File: src/rtl/mmcm_drp_reconfig_if.sv
// Configuration stream and DRP bus between the reconfiguration initiator (slave)
// and its environment: the entry producer plus the MMCM DRP port (master).
interface mmcm_drp_reconfig_if;
    logic        cfg_valid;
    logic        cfg_ready;
    logic [6:0]  cfg_addr;
    logic [15:0] cfg_mask;
    logic [15:0] cfg_data;
    logic        cfg_last;
    logic [6:0]  drp_daddr;
    logic [15:0] drp_di;
    logic        drp_den;
    logic        drp_dwe;
    logic [15:0] drp_do;
    logic        drp_drdy;

    modport master (
        output cfg_valid, cfg_addr, cfg_mask, cfg_data, cfg_last, drp_do, drp_drdy,
        input  cfg_ready, drp_daddr, drp_di, drp_den, drp_dwe
    );

    modport slave (
        input  cfg_valid, cfg_addr, cfg_mask, cfg_data, cfg_last, drp_do, drp_drdy,
        output cfg_ready, drp_daddr, drp_di, drp_den, drp_dwe
    );
endinterface

File: src/rtl/mmcm_drp_reconfig.sv
// Applies a stream of masked register updates to the MMCM DRP port as
// read-modify-writes while the MMCM is held in reset, then waits for lock.
module mmcm_drp_reconfig #(
    parameter int DRDY_TIMEOUT = 64,
    parameter int LOCK_TIMEOUT = 1048576,
    parameter int RST_HOLD     = 4
) (
    input  logic               clock,
    input  logic               reset,
    mmcm_drp_reconfig_if.slave bus,
    output logic               mmcm_rst,
    input  logic               mmcm_locked,
    output logic               busy,
    output logic               done,
    output logic               error
);

    localparam int MAX_DT = (DRDY_TIMEOUT > RST_HOLD) ? DRDY_TIMEOUT : RST_HOLD;
    localparam int MAX_T  = (LOCK_TIMEOUT > MAX_DT) ? LOCK_TIMEOUT : MAX_DT;
    localparam int CW     = $clog2(MAX_T) + 1;

    typedef enum logic [2:0] {
        IDLE, HOLD, ENTRY, READ, READ_WAIT, WRITE, WRITE_WAIT, WAIT_LOCK
    } state_t;

    state_t        state, next_state;
    logic [CW-1:0] cnt;
    logic          cnt_clear, do_abort, do_done;
    logic [6:0]    daddr_q;
    logic [15:0]   di_q, mask_q, data_q;
    logic          den_q, dwe_q, last_q;
    logic          locked_meta, locked_sync;

    assign bus.cfg_ready = (state == ENTRY);
    assign bus.drp_daddr = daddr_q;
    assign bus.drp_di    = di_q;
    assign bus.drp_den   = den_q;
    assign bus.drp_dwe   = dwe_q;
    assign busy          = (state != IDLE);

    always_ff @(posedge clock) begin
        if (reset) state <= IDLE;
        else       state <= next_state;
    end

    // Timeouts fire on the last allowed cycle so the registered error pulse
    // lands exactly the timeout length after the wait state was entered.
    always_comb begin
        next_state = state;
        cnt_clear  = 1'b0;
        do_abort   = 1'b0;
        do_done    = 1'b0;
        case (state)
            IDLE: begin
                if (bus.cfg_valid) begin
                    next_state = HOLD;
                    cnt_clear  = 1'b1;
                end
            end
            HOLD: begin
                if (cnt == CW'(RST_HOLD - 1)) next_state = ENTRY;
            end
            ENTRY: begin
                if (bus.cfg_valid) next_state = READ;
            end
            READ: begin
                next_state = READ_WAIT;
                cnt_clear  = 1'b1;
            end
            READ_WAIT: begin
                if (bus.drp_drdy) begin
                    next_state = WRITE;
                end else if (cnt == CW'(DRDY_TIMEOUT - 1)) begin
                    next_state = IDLE;
                    do_abort   = 1'b1;
                end
            end
            WRITE: begin
                next_state = WRITE_WAIT;
                cnt_clear  = 1'b1;
            end
            WRITE_WAIT: begin
                if (bus.drp_drdy) begin
                    if (last_q) begin
                        next_state = WAIT_LOCK;
                        cnt_clear  = 1'b1;
                    end else begin
                        next_state = ENTRY;
                    end
                end else if (cnt == CW'(DRDY_TIMEOUT - 1)) begin
                    next_state = IDLE;
                    do_abort   = 1'b1;
                end
            end
            WAIT_LOCK: begin
                if (locked_sync) begin
                    next_state = IDLE;
                    do_done    = 1'b1;
                end else if (cnt == CW'(LOCK_TIMEOUT - 1)) begin
                    next_state = IDLE;
                    do_abort   = 1'b1;
                end
            end
            default: next_state = IDLE;
        endcase
    end

    always_ff @(posedge clock) begin
        if (reset) begin
            cnt         <= '0;
            mmcm_rst    <= 1'b0;
            daddr_q     <= '0;
            di_q        <= '0;
            den_q       <= 1'b0;
            dwe_q       <= 1'b0;
            mask_q      <= '0;
            data_q      <= '0;
            last_q      <= 1'b0;
            done        <= 1'b0;
            error       <= 1'b0;
            locked_meta <= 1'b0;
            locked_sync <= 1'b0;
        end else begin
            locked_meta <= mmcm_locked;
            locked_sync <= locked_meta;
            den_q       <= (next_state == READ) || (next_state == WRITE);
            dwe_q       <= (next_state == WRITE);
            done        <= do_done;
            error       <= do_abort;

            if (cnt_clear)
                cnt <= '0;
            else if (state inside {HOLD, READ_WAIT, WRITE_WAIT, WAIT_LOCK})
                cnt <= cnt + 1'b1;

            // MMCM reset spans the whole entry stream, never pulsed between entries.
            if (state == IDLE && next_state == HOLD)
                mmcm_rst <= 1'b1;
            else if (do_abort || (state == WRITE_WAIT && next_state == WAIT_LOCK))
                mmcm_rst <= 1'b0;

            if (state == ENTRY && bus.cfg_valid) begin
                daddr_q <= bus.cfg_addr;
                mask_q  <= bus.cfg_mask;
                data_q  <= bus.cfg_data;
                last_q  <= bus.cfg_last;
            end

            if (state == READ_WAIT && bus.drp_drdy)
                di_q <= (bus.drp_do & mask_q) | (bus.cfg_data & 16'h0000) | (data_q & ~mask_q);
        end
    end

endmodule

File: src/flat_wrapper.sv
// flat-port wrapper written by rule: the top's interface ports become plain ports
module mmcm_drp_reconfig_flat 
#(
    parameter int DRDY_TIMEOUT = 64,
    parameter int LOCK_TIMEOUT = 1048576,
    parameter int RST_HOLD     = 4
)
  (clock, reset, mmcm_rst, mmcm_locked, busy, done, error, bus_cfg_valid, bus_cfg_addr, bus_cfg_mask, bus_cfg_data, bus_cfg_last, bus_drp_do, bus_drp_drdy, bus_cfg_ready, bus_drp_daddr, bus_drp_di, bus_drp_den, bus_drp_dwe);
  mmcm_drp_reconfig_if bus_i ();
  input  logic clock;
  input  logic reset;
  output logic mmcm_rst;
  input  logic mmcm_locked;
  output logic busy;
  output logic done;
  output logic error;
  input wire logic [$bits(bus_i.cfg_valid)-1:0] bus_cfg_valid;
  input wire logic [$bits(bus_i.cfg_addr)-1:0] bus_cfg_addr;
  input wire logic [$bits(bus_i.cfg_mask)-1:0] bus_cfg_mask;
  input wire logic [$bits(bus_i.cfg_data)-1:0] bus_cfg_data;
  input wire logic [$bits(bus_i.cfg_last)-1:0] bus_cfg_last;
  input wire logic [$bits(bus_i.drp_do)-1:0] bus_drp_do;
  input wire logic [$bits(bus_i.drp_drdy)-1:0] bus_drp_drdy;
  output wire logic [$bits(bus_i.cfg_ready)-1:0] bus_cfg_ready;
  output wire logic [$bits(bus_i.drp_daddr)-1:0] bus_drp_daddr;
  output wire logic [$bits(bus_i.drp_di)-1:0] bus_drp_di;
  output wire logic [$bits(bus_i.drp_den)-1:0] bus_drp_den;
  output wire logic [$bits(bus_i.drp_dwe)-1:0] bus_drp_dwe;
  assign bus_i.cfg_valid = bus_cfg_valid;
  assign bus_i.cfg_addr = bus_cfg_addr;
  assign bus_i.cfg_mask = bus_cfg_mask;
  assign bus_i.cfg_data = bus_cfg_data;
  assign bus_i.cfg_last = bus_cfg_last;
  assign bus_i.drp_do = bus_drp_do;
  assign bus_i.drp_drdy = bus_drp_drdy;
  assign bus_cfg_ready = bus_i.cfg_ready;
  assign bus_drp_daddr = bus_i.drp_daddr;
  assign bus_drp_di = bus_i.drp_di;
  assign bus_drp_den = bus_i.drp_den;
  assign bus_drp_dwe = bus_i.drp_dwe;
  mmcm_drp_reconfig #(.DRDY_TIMEOUT(DRDY_TIMEOUT), .LOCK_TIMEOUT(LOCK_TIMEOUT), .RST_HOLD(RST_HOLD)) u_core (.clock(clock), .reset(reset), .bus(bus_i), .mmcm_rst(mmcm_rst), .mmcm_locked(mmcm_locked), .busy(busy), .done(done), .error(error));
endmodule
File: config.mk
export PLATFORM = sky130hd
export DESIGN_NAME = mmcm_drp_reconfig_flat
export DESIGN_NICKNAME = d
export VERILOG_FILES = /design/src/rtl/mmcm_drp_reconfig_if.sv /design/src/rtl/mmcm_drp_reconfig.sv /design/src/flat_wrapper.sv
export SDC_FILE = /design/constraint.sdc
export NUM_CORES = 1
export LEC_CHECK = 0
export CAP_MARGIN = 20
export CELL_PAD_IN_SITES_DETAIL_PLACEMENT = 0
export CELL_PAD_IN_SITES_GLOBAL_PLACEMENT = 2
export CORE_ASPECT_RATIO = 0.5
export CORE_MARGIN = 10
export CORE_UTILIZATION = 30
export CTS_CLUSTER_SIZE = 16
export DETAILED_ROUTE_END_ITERATION = 7
export PLACE_DENSITY_LB_ADDON = 0.1
export SLEW_MARGIN = 20
export SYNTH_ARGS = -nofsm -noshare
export SYNTH_HDL_FRONTEND = slang
export SYNTH_SLANG_ARGS = --single-unit
File: constraint.sdc
create_clock -name clock -period 5.5 [get_ports clock]
set_input_delay 0.55 -clock clock [delete_from_list [all_inputs] [get_ports clock]]
set_output_delay 0.55 -clock clock [all_outputs]
set_load 0.01 [all_outputs]
==> results of run 1 <==
-- cells in the final DEF, fill, tap and decap left out, drive strengths merged, types with 2 or more instances in the layout --
cell type / instances
a211oi: 16
a21oi: 49
dfxtp: 87
nor4: 12
or2: 3
inv: 8
or4: 2
nand2: 92
buf: 4
or3: 7
mux2i: 16
o22a: 2
nor3b: 3
nand3: 8
xor2: 5
clkbuf: 10
o21ai: 10
xnor2: 11
clkdlybuf4s50: 89
nor3: 8
nand4: 6
nor2b: 6
nor2: 36
clkinvlp: 2
-- cells by family (layout without fill, tap and decap cells) --
| kind of cell | after synthesis | in the layout | synth area share |
|---|---|---|---|
| buffers and inverters | 35 | 115 | 0.0377 |
| and+or+nand+nor | 191 | 191 | 0.249 |
| muxes | 16 | 16 | 0.0451 |
| AOI/OAI and AO/OA | 82 | 82 | 0.133 |
| DFF | 87 | 87 | 0.490 |
| adders and majority gates | 1 | 1 | 0.00352 |
| xor gates and xnor gates | 16 | 16 | 0.0415 |
-- stage by stage --
stage	utilization	std cells	hold WS (ns)	cell area, sq um	total power (W)
2_1_floorplan	-	428	0.414	3550	0.000671
3_3_place_gp	0.407	651	0.435	4590	0.000727
3_5_place_dp	0.407	651	0.425	4590	0.000726
4_1_cts	0.434	667	0.440	4890	0.00136
5_1_grt	0.434	667	0.462	4890	0.00139
6_report	0.434	667	0.437	4890	0.00134
-- power by group through the flow --
| stage | logic [W] | clock network (W) | registers (W) |
|---|---|---|---|
| 2_1_floorplan | 0.0000228 | 0 | 0.000649 |
| 3_3_place_gp | 0.0000760 | 0 | 0.000651 |
| 3_5_place_dp | 0.0000754 | 0 | 0.000651 |
| 4_1_cts | 0.0000757 | 0.000648 | 0.000636 |
| 5_1_grt | 0.0000811 | 0.000675 | 0.000636 |
| 6_report | 0.0000743 | 0.000626 | 0.000636 |
-- area by class of cell --
cell class,instances,area [sq um]
Clock buffer,10,239
Clock inverter,6,67.6
Fill cell,1154,6390
Inverter,6,22.5
Multi-Input combinational cell,306,1710
Sequential cell,87,1740
Tap cell,159,199
Timing Repair Buffer,93,918
-- metal layers --
metal  share of wire  vias up
met1            0.44     1408
met4          0.0089        0
met2            0.48       49
met5               0        -
li1                -     1614
met3           0.073        9
-- flip-flops by register name, summed over array words and instances, names as in the netlist --
register and flops:
u_core.done 1, u_core.locked_sync 1, u_core.locked_meta 1, u_core.bus.drp_daddr 7, u_core.bus.drp_dwe 1, u_core.error 1, u_core.bus.drp_den 1, u_core.bus.drp_di 16
u_core.mmcm_rst 1, u_core.cnt 21, u_core.mask_q 16, u_core.last_q 1, u_core.state 3, u_core.data_q 16
-- worst paths after layout --
path / slack [ns] / from / to
worst min register to register: 0.44 / u_core.locked_meta / u_core.locked_sync
worst min-delay path: 0.44 / u_core.locked_meta / u_core.locked_sync
worst max register to register: 3.09 / u_core.state[1] / u_core.cnt[15]
worst max-delay path: 3.07 / u_core.state[1] / bus_cfg_ready
==> summary by stage, run 1 <==
Synth
The post-synthesis cell count is 428. Counting flops with a built-in enable in the synthesized netlist gives 0. The synthesized design contains 87 register bits. The share of the Yosys chip area taken by registers is 0.490. In the post-synthesis netlist, the biggest area contributors are dfxtp_1, nand2_1, a21oi_1. Counting distinct cell types in the post-synthesis netlist gives 41.

The most used standard cell by instance count after synthesis is nand2_1. The cell taking the most area after synthesis is dfxtp_1. Dividing the synthesized area by the synthesized cell count gives 8.31 sq um.

The commonest cells after synthesis are nand2_1, dfxtp_1, a21oi_1, nor2_1, clkbuf_1. The post-synth net total is 490. Of the post-synthesis cell area, the dominant cell type holds 0.490. The share of flip-flops with an asynchronous set or reset after synthesis is 0. The total number of yosys warnings is 0. The most used flip-flop cell after synthesis is dfxtp_1.

The summed instance area of the synthesized netlist is 3550 sq um.

Worst setup path
Walking the worst path, the cells encountered are nor3b_1 -> clkdlybuf4s50_1. The worst setup path is launched from a register. The element type at the critical path end is an output port. In this design, the largest share of critical-path delay is due to buffers and inverters. The critical path start-end classification is reg2out.

Counting cells, the worst reg-to-reg path comes to 5. The cell depth of the worst setup path is 2. In this design, the stage delay of the slowest critical-path cell is 0.63 ns. For the worst setup path, the data arrival time is 1.88 ns. The buffers plus inverters on the worst setup path is 1. The highest-delay cell along the critical path is clkdlybuf4s50_1. The largest fanout on the critical path is 11. For the worst setup path, the data required time is 4.95 ns.

STA
The number of endpoints with negative hold slack in the final report is 0. Setup repair after global routing left no endpoint under its margin. The final-report max-slew violation count is 0. For this run, the top clock speed supported by timing is 412 MHz. Across all setup checks in the final design, the least slack found is 3.07 ns. The number of failing setup endpoints in the final timing report is 0. Summed over all failing endpoints, the final setup total negative slack is 0 ns. The worst path needs 2.43 ns of the cycle, external delays included. Between clock sinks in the finished design, the worst skew comes to 0.00693 ns.

The final critical-path share of the clock period is 0.442. Headroom to the max-slew limit came out at 0.342. For the pin with the worst max-slew slack, the measured transition is 0.985 ns.

CTS
The number of buffers added to fix hold violations after cts is 0. The TritonCTS clock tree is built. After clock tree synthesis, the clock-pin slew on the worst setup and hold paths is 0.06 ns. The depth of the CTS H-tree is 3. The setup fix buffers added after clock tree synthesis is 0. The clock reaches the later pin of the worst-skew pair after 0.34 ns. Counting along the longest clock path gives a buffer depth of 2. The clock tree root driver cell is clkbuf_16. The number of CTS-inserted buffers is 9. For this design, the sink count on the clock tree is 87. After clock tree synthesis, the repair step resized 0 gates.

Pwr
The switching power is 0.000291 W. The internal power of the cells totals 0.00105 W. Across the VDD grid, the largest voltage drop is 0.141 mV.

Power spread over the standard cell area amounts to 273 nW/um^2. The leakage power figure is 1.49 nW. Of the total power, combinational logic draws 0.056. The switching share of power is 0.218. The clock share of power is 0.468. The sequential cell fraction of total power is 0.476.

Layout
After the last flow step, the layout net total stands at 565. The share of post-route cells with drive strength above 1 is 0.0571. The area growth from synthesis to layout is 37.7%.

The repair_antennas step left the layout with diodes totalling 0.

Floorplanning
The number of standard-cell rows in the floorplan is 27. The starting density of the core is 0.315. The top-level port count is 91.

The full die area is 16900 sq um. The floorplan step defined a core boundary enclosing 11300 sq um. Measured along the y axis, the die boundary spans 97.0 microns.

The width of the die is 174 microns.

Place
The post-DP HPWL is 6550 microns. The total of buffers placed on input and output ports is 90. Routability-driven placement finished with a final weighted congestion of 0.769. The placement-stage worst setup slack is 3.01 ns.

Global routing
For this run, global-route usage on met3 was measured as 0.0580. The number of global-route vias before repair was 3097. The first global-routing pass estimated 15800 microns of wire.

The initial antenna violation count is 0. The met1 layer usage reported by global route is 0.126. In the global route stage, overall resource usage came out at 0.114. The routing usage on met2 is 0.190. The highest-utilization routing layer at the global route stage is met2. The sum of overflow across all layers after global routing is 0. Entering global routing, the biggest net connects 69 pins.

Worst hold path
The path class of the tightest hold or removal check is reg2reg. The cell depth of the worst min-delay path is 1.

Route
In the routed design, unresolved DRC markers number 0. The total wire length is 9570 microns. The via total after detailed routing is 3080. The number of vias per cell is 4.62. The final routed wire length divided by cell count is 14.4 microns. The remaining number of nets flagged by the antenna check after routing is 0. The first-pass iteration count of the detailed router is 4. For this block, the initial DRC count from the detailed router was 126.

Status
The flow ran to the end, and the final reports show no timing, DRC or antenna violations.

Job
The max-cap check violation count is 0.
Note: power is estimated with default switching activity, not from simulation.
==> run 2: changes to the inputs <==
Settings changed: CORE_UTILIZATION 30 to 28.
Clock period 5.5 ns to 2.5 ns, I/O delays scaled along.
==> run 2 against run 1 <==
Net effect:
- clock skew rose by 0.0028 ns
- cell area increased by 2.1%
- critical path depth rose by 4
- wire length grew 4.8%
- global-route usage barely moved
- sequential power rose by 120%
- first-iteration DRC count rose by 13%
- critical path type is now reg2reg
==> summary by stage, run 2 (same netlist as run 1, synthesis figures left out) <==
Status
The run finished with clean final reports.

Layout
The register bank with the most flops is u_core.cnt. The post-layout net count is 574 (+1.6%). The core occupancy in the finished layout came to 0.412 (-0.0216). The growth of design area from synthesis to finish is 40.5%. The antenna diode count is 0 (unchanged). The top cell types in the final layout, fill and taps aside, are nand2_1, clkdlybuf4s50_1, dfxtp_1.

The most common cell after layout, fill and taps aside is nand2_1. The post-route standard cell area excluding fillers is 4990 sq um (+2.1%). The share of post-route cells with drive strength above 1 is 0.0698 (+0.0127). The number of flip-flops under the largest register name came to 21 (unchanged).

CTS
The number of CTS-inserted buffers is 9 (unchanged). The maximum clock path buffer count is 2 (unchanged). The number of buffers added to fix hold violations after cts was 0 (unchanged).

The setup fix buffers added after clock tree synthesis is 0 (unchanged). The clock latency on the worst-skew pair was 0.34 ns (about the same). The depth of the CTS H-tree is 3 (unchanged). In this run the clock root is driven by a clkbuf_16. The clock-pin slew of the registers on the worst-case setup and hold paths is 0.06 ns (about the same).

The number of gates resized after cts came to 0 (unchanged). TritonCTS built the clock tree. The number of clock sinks is 87 (unchanged).

Worst hold path
The worst hold path belongs to the class in2reg. The worst hold path terminates at u_core.bus.drp_daddr[4]. The startpoint identified for the worst hold timing path is reset. The cell depth of the worst min-delay path is 2 (+1).

Worst setup path
The slack of the worst reg-to-reg path came to 0.45 ns (-2.64 ns). The reg-to-reg startpoint is u_core.cnt[0]. STA classifies the critical path endpoint as a register.

The kind of start point of the critical path is a register. The worst endpoint required time is 2.71 ns (-2.24 ns). The critical path arrival was 2.26 ns (+0.38 ns).

The capturing point of the worst reg2reg path is u_core.state[1]. The critical path start-end classification is reg2reg. The largest fanout on the critical path is 4 (-7).

The worst reg-to-reg path cell count came to 6 (+1).

STA
The final critical-path share of the clock period is 0.819. The number of failing setup endpoints in the final timing report is 0 (unchanged). The worst slew margin relative to its limit is 0.697 (+0.355). The sum of negative setup slack is 0 ns (unchanged). The final-report max-slew violation count came to 0 (unchanged). The smallest hold slack is 0.330 ns (-0.107 ns). Counting I/O delays and the setup requirement, the final critical path takes 2.05 ns.

The number of endpoints with negative hold slack in the final report was 0 (unchanged). The maximum achievable frequency is 488 MHz. The transition time at the pin with the least slew margin came to 0.453 ns (-0.532 ns). Setup repair after global routing left no endpoint under its margin. The worst clock skew was 0.00975 ns (+0.00282 ns).

Route
The final routed wire length divided by cell count is 14.7 microns (+2.7%). The first-pass iteration count of the detailed router is 5 (+1). The via total after detailed routing is 3110 (+0.97%). The remaining number of nets flagged by the antenna check after routing came to 0 (unchanged). The initial DRC count came to 142 (+13%). The number of vias per cell is 4.57 (-1.1%). The count of unresolved DRC violations after routing came to 0 (unchanged). The total wire length is 10000 microns (+4.8%).

Floorplanning
The full die area came to 17900 sq um (+6.0%). The height of the chip is 99.7 microns (+2.8%). The area of the placeable core is 12100 sq um (+7.4%). The number of standard-cell rows in the floorplan is 28 (+3.7%).

The starting density of the core is 0.293 (-0.0218). The top-level port count is 91 (unchanged). The width of the die is 179 microns (+3.1%).

Pwr
The maximum ir drop on the vdd rail is 0.283 mV (+100%). The leakage power figure is 1.55 nW (+3.7%). The areal power density over the cells is 603 nW/um^2 (+120%).

The total power after layout is 0.00301 W (+130%).

Global routing
The sum of overflow across all layers after global routing is 0 (unchanged). The initial antenna violation count is 0 (unchanged). The pin count of the biggest net entering global routing is 54 (-22%). The number of global-route vias before repair is 3086 (-0.36%). The global router's overall resource usage is 0.114 (+0.000382). The wire length of the first global-routing pass is 16300 microns (+3.7%).

Place
The post-DP HPWL is 6990 microns (+6.7%). The weighted congestion at the end of routability-driven global placement is 0.748 (-2.6%). The cell area after placement is 4680 sq um (+2.1%). The total of buffers placed on input and output ports is 90 (unchanged).

Job
The max-cap check violation count came to 0 (unchanged).
[run 2: cell count changes in the layout (fill, tap and decap cells not counted)]
cell        before  now
buf_12           0    2
buf_4            3   10
bufinv_16        1    2
clkbuf_8         1    0
clkinv_2         1    2
clkinv_4         0    1
clkinvlp_4       2    1
inv_6            2    0
o21ai_1          0    1
o21ai_2          1    0
[run 2: per-layer routing]
metal / global-route usage / vias up / wire length, microns
met5: 0 / - / 0
met1: 0.136 / 1418 / 4560
met4: 0.0244 / 0 / 55
met3: 0.0589 / 7 / 743
met2: 0.179 / 43 / 4680
li1: - / 1642 / -
[run 2: power by group]
part / leakage, nW / switching (W) / internal, W / total (W)
clock: 0.151 / 0.000568 / 0.000869 / 0.00144
sequential: 0.702 / 0.00000320 / 0.00139 / 0.00139
combinational: 0.696 / 0.0000696 / 0.000110 / 0.000180
total: 1.55 / 0.000641 / 0.00237 / 0.00301
[run 2: how the worst max path moves through the flow]
stage                          startpoint         endpoint  slack (ns)  depth (start not counted)
after floorplan             u_core.cnt[0]  u_core.state[1]        0.61                          6
after global placement       bus_drp_drdy  u_core.state[1]        0.49                          4
after detailed placement    u_core.cnt[0]  u_core.state[1]        0.46                          6
after CTS                 u_core.state[1]    bus_cfg_ready        0.40                          3
after global routing        u_core.cnt[0]  u_core.state[1]        0.33                          6
final                       u_core.cnt[0]  u_core.state[1]        0.45                          6
[run 2: area by class of cell]
| type | instances | area [sq um] |
|---|---|---|
| Tap cell | 165 | 206 |
| Clock buffer | 9 | 225 |
| Clock inverter | 6 | 86.3 |
| Fill cell | 1267 | 7130 |
| Multi-Input combinational cell | 306 | 1700 |
| Sequential cell | 87 | 1740 |
| Inverter | 6 | 22.5 |
| Timing Repair Buffer | 102 | 1010 |
[run 2: per-stage QoR]
stage	instances	setup WS [ns]
2_1_floorplan	428	0.606
4_1_cts	681	0.399
5_1_grt	681	0.330
3_5_place_dp	666	0.461
3_3_place_gp	666	0.489
6_report	681	0.453
[run 2: worst max-delay path, stage by stage (launching register included)]
cell and delay, ns:
dfxtp_1 0.37, ha_1 0.23, nand2_1 0.09, or2_1 0.23, or4_1 0.48, a221o_1 0.39, nor3b_1 0.14
==> run 3: changes to the inputs <==
Settings changed: CORE_UTILIZATION 28 to 25.
Clock period 2.5 ns to 1.7 ns, I/O delays scaled along.
==> run 3 against run 2 <==
Net effect:
- the flow now finishes with violations (setup timing)
- non-clock buffer count increased by 48
- clock-buffer cell count increased by 3
- clock power increased by 52%
==> summary by stage, run 3 (same netlist as run 1, synthesis figures left out) <==
Status
The run finished, with violations left. The final reports fail on setup timing.

Layout
The post-layout net count is 622 (+8.4%). The core occupancy in the finished layout was 0.413 (+0.00115). The most common cell after layout, fill and taps aside is nand2_1. The register with the most flip-flops in the final layout is u_core.cnt. The number of flip-flops under the largest register name was 21 (unchanged). The fill cell total of the finished layout is 1433 (+13%). The share of post-route cells with drive strength above 1 is 0.198 (+0.128).

The post-route standard cell area excluding fillers came to 5680 sq um (+14%). The non-filler instance count after layout is 758 (+11%). The area used by multi-input combinational logic is 1870 sq um (+9.6%). The library cells used most frequently in the layout, excluding fill and tap cells, are nand2_1, clkdlybuf4s50_1, dfxtp_1. The total area of sequential cells is 1750 sq um (+0.50%). The growth of design area from synthesis to finish is 59.7%.

CTS
Clock tree synthesis selected as its root buffer the cell clkbuf_16. The clock latency on the worst-skew pair is 0.34 ns (about the same). The number of clock sinks is 87 (unchanged). The TritonCTS clock tree is built. The clock-pin slew of the registers on the worst-case setup and hold paths is 0.06 ns (about the same). The maximum clock path buffer count is 2 (unchanged).

The number of CTS-inserted buffers is 9 (unchanged). The depth of the CTS H-tree came to 3 (unchanged).

Worst setup path
The worst endpoint required time is 1.91 ns (-0.80 ns). The largest fanout on the critical path is 2 (-2). The critical path in this run is classified as reg2reg. The critical path arrival came to 2.09 ns (-0.17 ns).

The highest cell delay on the worst timing path is 0.49 ns (about the same). The critical path goes through ha_4 -> nand2_2 -> or2_1 -> or4_1 -> a221o_1 -> nor3b_1. The worst reg-to-reg path cell count was 6 (unchanged).

The kind of start point of the critical path is a register. The worst setup path is captured at a register. The highest-delay cell along the critical path is or4_1.

Global routing
The pin count of the biggest net entering global routing is 68 (+26%). The initial antenna violation count is 0 (unchanged). The number of global-route vias before repair was 3342 (+8.3%). The sum of overflow across all layers after global routing is 0 (unchanged). The global router's overall resource usage is 0.108 (-0.00617). The wire length of the first global-routing pass came to 17600 microns (+7.4%).

Floorplanning
The area of the placeable core is 13700 sq um (+13%). The starting density of the core was 0.259 (-0.0345). The top-level port count came to 91 (unchanged). The height of the chip is 104 microns (+4.7%).

The number of standard-cell rows in the floorplan came to 30 (+7.1%). The width of the die came to 189 microns (+5.2%). The full die area was 19700 sq um (+10%).

STA
The number of endpoints with negative hold slack in the final report is 0 (unchanged). The final critical delay including setup and external delays is 1.88 ns (-0.166 ns). The maximum achievable frequency is 532 MHz (+8.9%).

The smallest hold slack is 0.320 ns (-0.00952 ns). The number of failing setup endpoints in the final timing report is 9 (+9). The post-layout worst setup margin is -0.181 ns (-0.634 ns). Setup repair after global routing could not meet its margin everywhere. The worst clock skew is 0.0110 ns (+0.00124 ns).

The transition time at the pin with the least slew margin is 0.328 ns (-0.125 ns). The final critical-path share of the clock period is 1.11 (+0.287). The final-report max-slew violation count is 0 (unchanged). The worst slew margin relative to its limit is 0.780 (+0.0829).

Place
The number of placed cells counting well taps is 735 (+10%). The placement-stage worst setup slack is -0.200 ns (-0.660 ns). The weighted congestion at the end of routability-driven global placement is 0.728 (-2.7%). The post-DP HPWL was 7530 microns (+7.7%). The total of buffers placed on input and output ports came to 90 (unchanged). The cell area after placement is 5130 sq um (+9.6%).

Worst hold path
The cell depth of the worst min-delay path is 3 (+1). The worst hold-check path type is in2reg.

Job
The max-cap check violation count came to 0 (unchanged).

Route
The final routed wire length divided by cell count is 14.2 microns (-3.8%). The via total after detailed routing came to 3319 (+6.7%). The first-pass iteration count of the detailed router is 5 (unchanged). The remaining number of nets flagged by the antenna check after routing is 0 (unchanged). The count of unresolved DRC violations after routing is 0 (unchanged). The number of vias per cell is 4.38 (-4.1%). The initial DRC count came to 130 (-8.5%). The total wire length is 10700 microns (+7.1%).

Pwr
The areal power density over the cells is 800 nW/um^2 (+33%). The maximum ir drop on the vdd rail is 0.418 mV (+48%). The leakage power figure came to 1.88 nW (+22%).
run 3: changes by cell type in the layout (fill, tap and decap cells not counted), sizes merged:
cell	previous run	this run
clkbuf	9	12
clkinv	3	0
clkdlybuf4s50	89	87
dlygate4sd2	0	2
diode	0	1
inv	6	7
buf	13	61
run 3: worst max-delay path: cells and delay by family (launching register included):
family                     cells  cell delay (ns)
AOI/OAI and AO/OA              1             0.35
DFF                            1             0.35
and+or+nand+nor                4             0.92
adders and majority gates      1             0.14
run 3: layout make-up:
type	count	area share
clock inverters	4	0.0134
multi-input cells	306	0.329
inverters	6	0.00397
repair buffers	150	0.258
diodes	1	0.000441
flip-flops and latches	87	0.308
well taps	192	0.0423
clock buffers	12	0.0452
run 3: metrics by stage:
step	setup TNS, ns	total power (W)
floorplan	-0.510	0.00218
global placement	-2.63	0.00239
detailed placement	-2.54	0.00239
CTS	-0.711	0.00462
global route	-1.69	0.00472
finish	-0.662	0.00454
run 3: repair_timing:
| action | CTS | global route |
|---|---|---|
| setup endpoints to repair | 14 | 15 |
| resized for setup | 20 | 17 |
| hold buffers | 0 | 0 |
| pin swaps | 2 | 9 |
| buffers inserted | 1 | 5 |
run 3: layer usage:
layer / vias to the layer above / part of all wire / GRT usage
li1: 1737 / - / -
met1: 1532 / 0.45 / 0.126
met2: 42 / 0.48 / 0.179
met3: 8 / 0.063 / 0.0485
met4: 0 / 0.0047 / 0.0203
met5: - / 0 / 0
run 3: worst paths after layout:
path | start | to | slack [ns]
max | u_core.cnt[1] | u_core.state[1] | -0.18
min | reset | u_core.state[2] | 0.32
max reg2reg | u_core.cnt[1] | u_core.state[1] | -0.18
min reg2reg | u_core.locked_meta | u_core.locked_sync | 0.44
run 3: where the power goes:
group | switching (W) | internal [W] | total, W
clock network | 0.000817 | 0.00137 | 0.00219
registers | 0.00000447 | 0.00205 | 0.00205
logic | 0.000114 | 0.000181 | 0.000295
